**config.mk**
```make
export PLATFORM = sky130hd
export DESIGN_NAME = game_level_fsm
export DESIGN_NICKNAME = d
export VERILOG_FILES = /design/src/rtl/game_pkg.sv /design/src/rtl/rise_detect.sv /design/src/rtl/game_level_fsm.sv
export SDC_FILE = /design/constraint.sdc
export NUM_CORES = 1
export LEC_CHECK = 0
export ABC_AREA = 1
export CAP_MARGIN = 0
export CORE_MARGIN = 2
export CORE_UTILIZATION = 25
export CTS_CLUSTER_DIAMETER = 100
export DETAILED_ROUTE_END_ITERATION = 7
export GPL_TIMING_DRIVEN = 0
export PLACE_DENSITY = 0.45
export SKIP_CTS_REPAIR_TIMING = 1
export SYNTH_ARGS = -nofsm -noshare
export SYNTH_HDL_FRONTEND = slang
export SYNTH_HIERARCHICAL = 1
export SYNTH_SLANG_ARGS = --single-unit
```
**constraint.sdc**
```tcl
create_clock -name clk -period 2.1 [get_ports clk]
set_clock_uncertainty 0.15 [all_clocks]
set_input_delay 0.315 -clock clk [delete_from_list [all_inputs] [get_ports clk]]
set_output_delay 0.315 -clock clk [all_outputs]
set_load 0.005 [all_outputs]
```
**src/rtl/game_pkg.sv**
```systemverilog
// rtl/game_pkg.sv - shared state encoding and widths for the game level controller
package game_pkg;

  typedef enum logic [1:0] {
    MENU = 2'd0,
    PLAY = 2'd1,
    WON  = 2'd2,
    LOST = 2'd3
  } game_state_t;

  localparam int GAME_TIME_W = 11;
  localparam int PHASE_W     = 3;
  localparam int LIVES_W     = 2;

endpackage

```
**src/rtl/rise_detect.sv**
```systemverilog
// rtl/rise_detect.sv - single-cycle pulse on a rising edge of a synchronised level
module rise_detect (
  input  logic clk,
  input  logic reset,
  input  logic d,
  output logic pulse
);

  logic d_q;

  // remember last cycle's level so a held input produces one event only
  always_ff @(posedge clk) begin
    if (reset) d_q <= 1'b0;
    else       d_q <= d;
  end

  assign pulse = d & ~d_q;

endmodule

```
**src/rtl/game_level_fsm.sv**
```systemverilog
// rtl/game_level_fsm.sv - MENU/PLAY/WON/LOST sequencer with timed phases; optional LIVES_EN
module game_level_fsm
  import game_pkg::*;
#(
  parameter int WIN_TIME    = 1500,
  parameter int PHASE_TIME  = 300,
  parameter int NUM_PHASES  = 5,
  parameter int RESULT_HOLD = 60
`ifdef LIVES_EN
  ,
  parameter int NUM_LIVES   = 3,
  parameter int INVULN_TIME = 30
`endif
) (
  input  logic                   clk,
  input  logic                   reset,
  input  logic                   start_btn,
  input  logic                   collision,
  input  logic [GAME_TIME_W-1:0] game_time,
  output logic                   menuScreen,
  output logic                   playerWon,
  output logic                   playerLost,
  output logic                   reset_obj_count,
  output logic [PHASE_W-1:0]     level_phase,
  output logic [LIVES_W-1:0]     lives_left
);

  localparam int HOLD_W = 8;
  localparam logic [GAME_TIME_W-1:0] WIN_T      = GAME_TIME_W'(WIN_TIME);
  localparam logic [GAME_TIME_W-1:0] PHASE_T    = GAME_TIME_W'(PHASE_TIME);
  localparam logic [PHASE_W-1:0]     LAST_PHASE = PHASE_W'(NUM_PHASES - 1);
  localparam logic [HOLD_W-1:0]      HOLD_LAST  = HOLD_W'(RESULT_HOLD - 1);

  game_state_t              state, state_d;
  logic [PHASE_W-1:0]       phase_d;
  logic [GAME_TIME_W-1:0]   next_boundary, boundary_d;
  logic [HOLD_W-1:0]        hold, hold_d;
  logic                     pulse_q, pulse_d;
  logic                     start_rise;
  logic                     hit;

`ifdef LIVES_EN
  localparam logic [LIVES_W-1:0] LIVES_INIT = LIVES_W'(NUM_LIVES);
  localparam logic [7:0]         INV_T      = 8'(INVULN_TIME);
  logic [LIVES_W-1:0] lives_q, lives_d;
  logic [7:0]         inv_q, inv_d;
`endif

  rise_detect u_start_rise (
    .clk   (clk),
    .reset (reset),
    .d     (start_btn),
    .pulse (start_rise)
  );

  // register state, phase bookkeeping, result hold timer and optional lives
  always_ff @(posedge clk) begin
    if (reset) begin
      state         <= MENU;
      level_phase   <= '0;
      next_boundary <= PHASE_T;
      hold          <= '0;
      pulse_q       <= 1'b0;
`ifdef LIVES_EN
      lives_q       <= LIVES_INIT;
      inv_q         <= '0;
`endif
    end else begin
      state         <= state_d;
      level_phase   <= phase_d;
      next_boundary <= boundary_d;
      hold          <= hold_d;
      pulse_q       <= pulse_d;
`ifdef LIVES_EN
      lives_q       <= lives_d;
      inv_q         <= inv_d;
`endif
    end
  end

  // next-state: collision beats win beats phase boundary while playing
  always_comb begin
    state_d    = state;
    phase_d    = level_phase;
    boundary_d = next_boundary;
    hold_d     = hold;
    pulse_d    = 1'b0;
    hit        = 1'b0;
`ifdef LIVES_EN
    lives_d    = lives_q;
    inv_d      = inv_q;
`endif
    case (state)
      MENU: begin
        if (start_rise) begin
          state_d    = PLAY;
          phase_d    = '0;
          boundary_d = PHASE_T;
`ifdef LIVES_EN
          lives_d    = LIVES_INIT;
          inv_d      = '0;
`endif
        end
      end
      PLAY: begin
`ifdef LIVES_EN
        if (inv_q != '0) inv_d = inv_q - 8'd1;
        hit = collision && (inv_q == '0);
`else
        hit = collision;
`endif
        if (hit) begin
`ifdef LIVES_EN
          if (lives_q > 2'd1) begin
            lives_d = lives_q - 2'd1;
            pulse_d = 1'b1;
            inv_d   = INV_T;
          end else begin
            state_d = LOST;
            hold_d  = '0;
          end
`else
          state_d = LOST;
          hold_d  = '0;
`endif
        end else if (game_time >= WIN_T) begin
          state_d = WON;
          hold_d  = '0;
        end else if ((game_time == next_boundary) && (level_phase < LAST_PHASE)) begin
          phase_d    = level_phase + 3'd1;
          boundary_d = next_boundary + PHASE_T;
          pulse_d    = 1'b1;
        end
      end
      default: begin
        if (start_rise && (hold >= HOLD_LAST)) state_d = MENU;
        else if (hold != '1)                   hold_d  = hold + 8'd1;
      end
    endcase
  end

  assign menuScreen      = (state == MENU);
  assign playerWon       = (state == WON);
  assign playerLost      = (state == LOST);
  assign reset_obj_count = pulse_q;
`ifdef LIVES_EN
  assign lives_left      = lives_q;
`else
  assign lives_left      = '0;
`endif

endmodule
```
After elaboration in Yosys (flattened, before gate mapping)
Cells that the tools add are included.

Bitwise logic cells: 4. Reductions and logical operators: 10. Eq/ne operators: 11. Add/sub/neg operators: 3. Order comparisons: 3. Mux-type cells: 21.

Operators by type and width (number): $mux 11 (4); $mux 8 (4); $pmux 11 s2 (1); $pmux 8 s2 (1); $mux 3 (4); $add 11x9->11 const B (1); $eq 11x11->1 (1); $ge 11x11->1 const B (1); $add 8x1->8 const B (1); $ge 8x6->1 const B (1); $mux 2 (4); $ne 8x8->1 const B (1); $ne 2x2->1 const B (3); $pmux 3 s2 (1); $reduce_and 5->1 (1); $eq 2x2->1 const B (2); $ne 2x1->1 const B (2); $pmux 2 s2 (1); $reduce_and 4->1 (1); $reduce_bool 2->1 (2); $reduce_or 4->1 (1); $add 3x1->3 const B (1); $lt 3x3->1 const B (1); $ne 3x3->1 const B (1); 8 further kinds (11).

Bits of input ports: 15. Flip-flop bits (word level): 26. Word-level logic and storage cells: 58.

Logic depth before layout (Yosys ltp)
Gate-level depths: netlist (run 1).

Depth in word-level cells: 6. Depth in mapped cells: 12. Gate-level depth less buffers: 12.

Hierarchy
The synthesis (run 1) kept the hierarchy.

Modules (own cells, without submodules): game_level_fsm (sequential area each 460.4 um^2, times used 1, cells each 263, area each 1621.6 um^2); rise_detect (sequential area each 20.0 um^2, times used 1, cells each 4, area each 31.3 um^2).

Worst setup path before layout (run 1)
Ideal clock, no wire load.

Path kind: reg-to-reg. Start point: register next_boundary[2]. End point: register next_boundary[10]. Data arrival time: 1.344 ns. Slack: 0.491 ns. Setup time: 0.115 ns. Stages on the path, launching flop included: 13. Period minus slack after synthesis: 1.609 ns. Path through: dfxtp_1 inv_1 ha_1 inv_1 nand2_1 nand2_1 nand2_1 o21ai_0 nand3_1 nand3_1 nand3_1 nand2_1 nor2_1.

Word-level cells in the longest chain between the ends: 5. Elaborated cells between the ends (all ways): 9.

Ends and longest elaborated chain: start: declaration (RTL line game_level_fsm.sv:36) `logic [GAME_TIME_W-1:0] next_boundary, boundary_d;`; start signal: assignment (RTL line game_level_fsm.sv:71) `next_boundary <= boundary_d;`; $add 11x9->11 (RTL line game_level_fsm.sv:131) `boundary_d = next_boundary + PHASE_T;`; $mux 11 (RTL line game_level_fsm.sv:129) `end else if ((game_time == next_boundary) && (level_phase < LAST_PHASE)) begin`; $mux 11 (RTL line game_level_fsm.sv:126) `end else if (game_time >= WIN_T) begin`; $mux 11 (RTL line game_level_fsm.sv:112) `if (hit) begin`; $pmux 11 s2 (RTL line game_level_fsm.sv:93) `case (state)`.

Parallel ways exist; a longest one is shown, timed or not. The select of a mux whose other input is x is not followed. A chain may end at the register's enable or synchronous reset.

Worst setup path after layout (run 1)
Start point: register state[1]. End point: output port playerWon.

Word-level cells in the longest chain between the ends: 1.

Ends and longest elaborated chain: start: declaration (RTL line game_level_fsm.sv:34) `game_state_t state, state_d;`; start signal: assignment (RTL line game_level_fsm.sv:69) `state <= state_d;`; $eq 2x2->1 (RTL line game_level_fsm.sv:143) `assign playerWon = (state == WON);`; end: declaration (RTL line game_level_fsm.sv:21) `output logic playerWon,`.

Every way passes these cells.

==> results_dict.tcl, run 1 <==
set metrics [dict create \
    status "completed" \
    place_ws_ns -0.2187 \
    portBuffers 21 \
    period_needed_ns 1.998 \
    synth-edff-count 0 \
    dpl.cell_count 366 \
    powerDensity_mw_per_mm2 1212 \
    clk_path_buf_depth 2 \
    ys_warn_count 6 \
    wl_mm 4.232 \
    final_antenna_net_count 0 \
    slew_headroom 0.6198 \
    hold_path.class "reg2reg" \
    max_cap_violations 0 \
    yosysUniqueCellTypes 29 \
    cts.sinks 24 \
    final_area_mm2 0.002031 \
    diodes 0 \
    io_pins 24 \
    r2r-end "level_phase[2]$_SDFFE_PP0P_" \
    dr.first_iter.drc_count 70 \
    wire_per_inst_um 11.47 \
    syn_avg_cell_area_um2 6.190 \
    area_delta_synth_final_pct 22.86 \
    fin_ws_ns 0.1017 \
    combPwrFrac 0.529 \
    final_cells 369 \
    start_util 0.2588 \
    crit_type "reg2out" \
    ys_async_sr_fraction 0 \
    globalplace.congestion 0.8053 \
    fill_cells 713 \
    fin_nets 311 \
    seqPwrFrac 0.299 \
    antenna_found_initial 0 \
    cts.clk_slew.worst_paths_ns 0.10 \
    cts_tree "yes" \
    synth-main-ff-cell "dfxtp_1" \
    cp_data_required_time_ns 1.63 \
    grt_use_total 0.1246 \
    p_int_mw 1.348 \
    slew_violations 0 \
    p_sw_frac 0.4525 \
    yosysSeqAreaShare 0.2907 \
    cp-startpoint "state[1]$_SDFFE_PP0P_" \
    grt_pass1_vias 1545 \
    yosysMostFrequentCell "nand2_1" \
    synthCells 267 \
    max_freq_ghz 0.5004 \
    dp_hpwl_mm 3.167 \
    num_vias 1661 \
    tightestPinTransition_ns 0.5704 \
    synth_top_area_frac 0.2907 \
    yosys-top-cells-area "dfxtp_1 29%, nand2_1 18%, nand3_1 10%" \
    synth_commonest_cells "80 x nand2_1, 33 x nand3_1, 32 x nor2_1" \
    r2r_slack_ns 0.25 \
    finalSetupViolCount 0 \
    htree_levels 1 \
    die_h_um 85.31 \
    reg2reg_from "next_boundary[6]$_SDFFE_PP0P_" \
    clk_latency_ns 0.27 \
    worstPathArrival_ns 1.53 \
    crit_path_end_kind "output port" \
    cp-endpoint "playerWon" \
    crit_path_max_fanout 7 \
    viasPerCell 4.501 \
    synth-seq-cells 24 \
    drive_gt1_frac 0.1062 \
    fin_util 0.3180 \
    dieArea_mm2 0.007278 \
    p_leak_nw 0.8994 \
    die_w_um 85.31 \
    rsz0062_at_grt "false" \
    worstSetupStartpointType "flop" \
    cts_root_buf "clkbuf_8" \
    cts-buffers-inserted 3 \
    finalCritPeriodShare 0.9516 \
    ir_worst_vdd_mv 0.3777 \
    dr.pass1.iters 4 \
    yosysTopAreaCell "dfxtp_1" \
    grt_max_degree 15 \
    reg2regPathDepth 9 \
    grt_overflow 0 \
    timing.final.hold_violations 0 \
    p_sw_mw 1.114 \
    grt_pass1_wl_mm 7.286 \
    synthesis.area_mm2 0.001653 \
    core_mm2 0.006386 \
    clock_power_share 0.172 \
    rows 29 \
    drc 0 \
    place_area_mm2 0.001963 \
]
-- per-layer routing --
| metal | share of wire | global-route usage | wire, µm |
|---|---|---|---|
| met3 | 0.030 | 0.01556 | 127 |
| met5 | 0 | 0 | 0 |
| met2 | 0.43 | 0.1875 | 1803 |
| met4 | 0.024 | 0.05051 | 102 |
| met1 | 0.52 | 0.1791 | 2198 |
-- flip-flops by register name, summed over array words and instances, names as in the netlist --
name              flops
u_start_rise/d_q      1
next_boundary         9
level_phase           3
state                 2
reset_obj_count       1
hold                  8
-- through the flow --
stage                     power (mW)  setup TNS [ns]  hold WS [ns]
after floorplan                1.695               0        0.2374
after global placement         2.065          -1.932        0.3381
after detailed placement       2.054          -2.135        0.3387
after CTS                      2.487               0        0.3546
after global routing           2.700               0        0.3749
final                          2.461               0        0.3499
-- worst min path at each step --
stage / startpoint / to / slack [ns] / cells after the start
after floorplan: reset / u_start_rise/d_q$_SDFF_PP0_ / 0.24 / 1
after global placement: hold[4]$_SDFFE_PP0P_ / hold[4]$_SDFFE_PP0P_ / 0.34 / 2
after detailed placement: level_phase[1]$_SDFFE_PP0P_ / level_phase[1]$_SDFFE_PP0P_ / 0.34 / 2
after CTS: hold[4]$_SDFFE_PP0P_ / hold[4]$_SDFFE_PP0P_ / 0.35 / 2
after global routing: level_phase[1]$_SDFFE_PP0P_ / level_phase[1]$_SDFFE_PP0P_ / 0.37 / 2
final: next_boundary[5]$_SDFFE_PP1P_ / next_boundary[5]$_SDFFE_PP1P_ / 0.35 / 2
-- layout make-up --
type	count	area, µm²	share of cell area
buffer	7	47.55	0.02341
clock buffer	3	41.29	0.02033
clock inverter	1	30.03	0.01479
inverter	33	126.4	0.06223
multi-input combinational	203	998.5	0.4917
sequential	24	480.5	0.2366
tap	77	96.34	0.04744
timing repair buffer	21	210.2	0.1035
-- cell usage in the layout, fill, tap and decap left out --
| cell | netlist | routed |
|---|---|---|
| buf_2 | 2 | 2 |
| xnor2_1 | 3 | 3 |
| nand3_1 | 33 | 33 |
| buf_4 | 3 | 3 |
| nand2_1 | 80 | 80 |
| a211oi_1 | 1 | 1 |
| o211ai_1 | 1 | 1 |
| a21oi_2 | 1 | 1 |
| dfxtp_1 | 24 | 24 |
| clkdlybuf4s50_1 | 0 | 21 |
| nor2_1 | 32 | 32 |
| conb_1 | 1 | 2 |
| nand2_4 | 2 | 2 |
| nor3b_1 | 2 | 2 |
| a21oi_1 | 13 | 13 |
| inv_1 | 29 | 29 |
| clkbuf_1 | 2 | 1 |
| a21oi_4 | 1 | 1 |
| nor2_4 | 1 | 1 |
| o21ai_0 | 7 | 7 |
| clkbuf_8 | 0 | 3 |
| inv_2 | 3 | 3 |
| inv_4 | 1 | 1 |
| nor2_2 | 3 | 3 |
| ha_1 | 3 | 3 |
| o21ai_4 | 1 | 1 |
| or2_2 | 4 | 4 |
| nand2_2 | 1 | 1 |
| buf_6 | 1 | 1 |
| nand3_2 | 3 | 3 |
| nand4_1 | 9 | 9 |
| bufinv_16 | 0 | 1 |
-- critical path, stage by stage, from the launching register on --
cell,delay (ns)
dfxtp_1,0.55
inv_1,0.10
nor2_1,0.11
clkdlybuf4s50_1,0.50
-- power groups by stage --
stage          Sequential, mW  Combinational [mW]  Clock, mW
2_1_floorplan           0.710               0.985          0
3_3_place_gp            0.746                1.32          0
3_5_place_dp            0.745                1.31          0
4_1_cts                 0.735                1.32      0.437
5_1_grt                 0.761                1.49      0.449
6_report                0.736                1.30      0.422
-- logic make-up (layout without fill, tap and decap cells) --
| kind of cell | count (synthesis) | in the layout | synth area share |
|---|---|---|---|
| xor gates and xnor gates | 3 | 3 | 0.01590 |
| DFF | 24 | 24 | 0.2907 |
| other | 1 | 2 | 0.002269 |
| and+or+nand+nor | 170 | 170 | 0.4663 |
| AOI/OAI and AO/OA | 25 | 25 | 0.09463 |
| buffers and inverters | 41 | 65 | 0.1075 |
| adders and majority gates | 3 | 3 | 0.02271 |
Note: power is estimated with default switching activity, not from simulation.
==> run 2: changes to the inputs <==
--- a/config.mk
+++ b/config.mk
@@ -7,7 +7,6 @@
 export LEC_CHECK = 0
 export ABC_AREA = 1
 export CAP_MARGIN = 0
-export CORE_MARGIN = 2
 export CORE_UTILIZATION = 25
 export CTS_CLUSTER_DIAMETER = 100
 export DETAILED_ROUTE_END_ITERATION = 7
==> run 2 against run 1 <==
  * Die area down 4.6%
  * Hold slack about the same
  * Count of clock-buffer cells in the layout unchanged
==> results_dict.tcl, run 2 (synthesized netlist as in run 1, its figures left out) <==
set metrics [dict create \
    cts.sinks 24 \
    num_vias 1655 \
    cts_root_buf "clkbuf_8" \
    cpPeakStageDelay_ns 0.55 \
    fill_cells 698 \
    power_mw 2.328 \
    finalSetupViolCount 0 \
    clk_path_buf_depth 2 \
    clock_power_share 0.121 \
    final_common_cell "nand2_1" \
    multi_input_comb_area_um2 998.5 \
    worstSetupStartpointType "flop" \
    final_cell_mix "80 x nand2_1, 33 x nand3_1, 32 x nor2_1" \
    combPwrFrac 0.564 \
    dr.first_iter.drc_count 71 \
    reg_top3 "next_boundary: 9 flops, hold: 8 flops, level_phase: 3 flops" \
    io_pins 24 \
    drive_gt1_frac 0.1031 \
    cp_data_required_time_ns 1.63 \
    diodes 0 \
    core_mm2 0.006350 \
    slew_violations 0 \
    timing.final.hold_violations 0 \
    dieArea_mm2 0.006941 \
    place_area_mm2 0.001963 \
    fin_nets 311 \
    cts-buffers-inserted 3 \
    p_sw_mw 1.107 \
    crit_type "reg2out" \
    globalplace.congestion 0.8420 \
    area_delta_synth_final_pct 21.04 \
    max_freq_ghz 0.5057 \
    max_cap_violations 0 \
    rows 29 \
    p_int_mw 1.221 \
    seq_area_um2 480.5 \
    final_antenna_net_count 0 \
    largest_reg_flops 9 \
    wl_mm 4.290 \
    viasPerCell 4.497 \
    top_register "next_boundary" \
    portBuffers 21 \
    drc 0 \
    tightestPinTransition_ns 0.5527 \
    rsz0062_at_grt "false" \
    grt_use_total 0.1279 \
    period_needed_ns 1.978 \
    htree_levels 1 \
    final_area_mm2 0.002001 \
    finalCritPeriodShare 0.9417 \
    worstPathArrival_ns 1.51 \
    slew_headroom 0.6315 \
    cts_tree "yes" \
    grt_max_degree 13 \
    grt_overflow 0 \
    wire_per_inst_um 11.66 \
    dr.pass1.iters 4 \
    crit_path_end_kind "output port" \
    slowest_stage "dfxtp_1" \
    die_w_um 83.31 \
    p_sw_frac 0.4755 \
    grt_pass1_wl_mm 7.245 \
    dp_hpwl_mm 3.198 \
    crit_path_max_fanout 7 \
    p_leak_nw 0.8851 \
    seqPwrFrac 0.315 \
    cts.clk_slew.worst_paths_ns 0.09 \
    die_h_um 83.31 \
    hold_path.class "reg2reg" \
    status "completed" \
    grt_pass1_vias 1526 \
    powerDensity_mw_per_mm2 1164 \
    start_util 0.2603 \
    crit_chain "inv_1 > nor2_1 > clkdlybuf4s50_1" \
    antenna_found_initial 0 \
    ir_worst_vdd_mv 0.4023 \
    clk_latency_ns 0.27 \
]
[run 2: cell count changes in the layout (fill, tap and decap cells not counted), sizes merged]
cell and change:
bufinv -1
[run 2: final timing paths]
path	from	cells past startpoint	to	slack, ns
setup reg to reg	next_boundary[6]$_SDFFE_PP0P_	9	level_phase[2]$_SDFFE_PP0P_	0.26
hold reg to reg	level_phase[1]$_SDFFE_PP0P_	2	level_phase[1]$_SDFFE_PP0P_	0.35
hold / removal	level_phase[1]$_SDFFE_PP0P_	2	level_phase[1]$_SDFFE_PP0P_	0.35
setup / recovery	state[1]$_SDFFE_PP0P_	3	playerWon	0.12
[run 2: area by class of cell]
class / instances / share of cell area
repair buffers: 21 / 0.1051
clock buffers: 3 / 0.02064
inverters: 33 / 0.06316
well taps: 77 / 0.04816
flip-flops and latches: 24 / 0.2402
plain buffers: 7 / 0.02376
multi-input cells: 203 / 0.4991
[run 2: power groups by stage]
stage          Clock, mW  Combinational (mW)  Sequential [mW]
2_1_floorplan          0               0.985            0.710
3_3_place_gp           0                1.33            0.745
3_5_place_dp           0                1.32            0.747
4_1_cts            0.299                1.33            0.736
5_1_grt            0.314                1.50            0.762
6_report           0.282                1.31            0.733
[run 2: critical path, delay by kind of cell (launching register included)]
kind	cells	cell delay, ns
buffers and inverters	2	0.59
DFF	1	0.55
and+or+nand+nor	1	0.10
[run 2: stage by stage]
step	setup TNS, ns	utilization	std cells	hold WS [ns]	setup slack [ns]
floorplan	0	-	268	0.2374	0.4910
global placement	-2.346	0.3092	366	0.3386	-0.2106
detailed placement	-1.899	0.3092	366	0.3350	-0.1707
CTS	0	0.3157	369	0.3577	0.1133
global route	0	0.3151	368	0.3909	0.003545
finish	0	0.3151	368	0.3494	0.1224
[run 2: routing by layer]
metal,track usage,wire length (µm),vias to the layer above
li1,-,-,901
met1,0.1813,2198,719
met2,0.2019,1884,29
met3,0.01789,148,6
met4,0.03448,59,0
met5,0,0,-
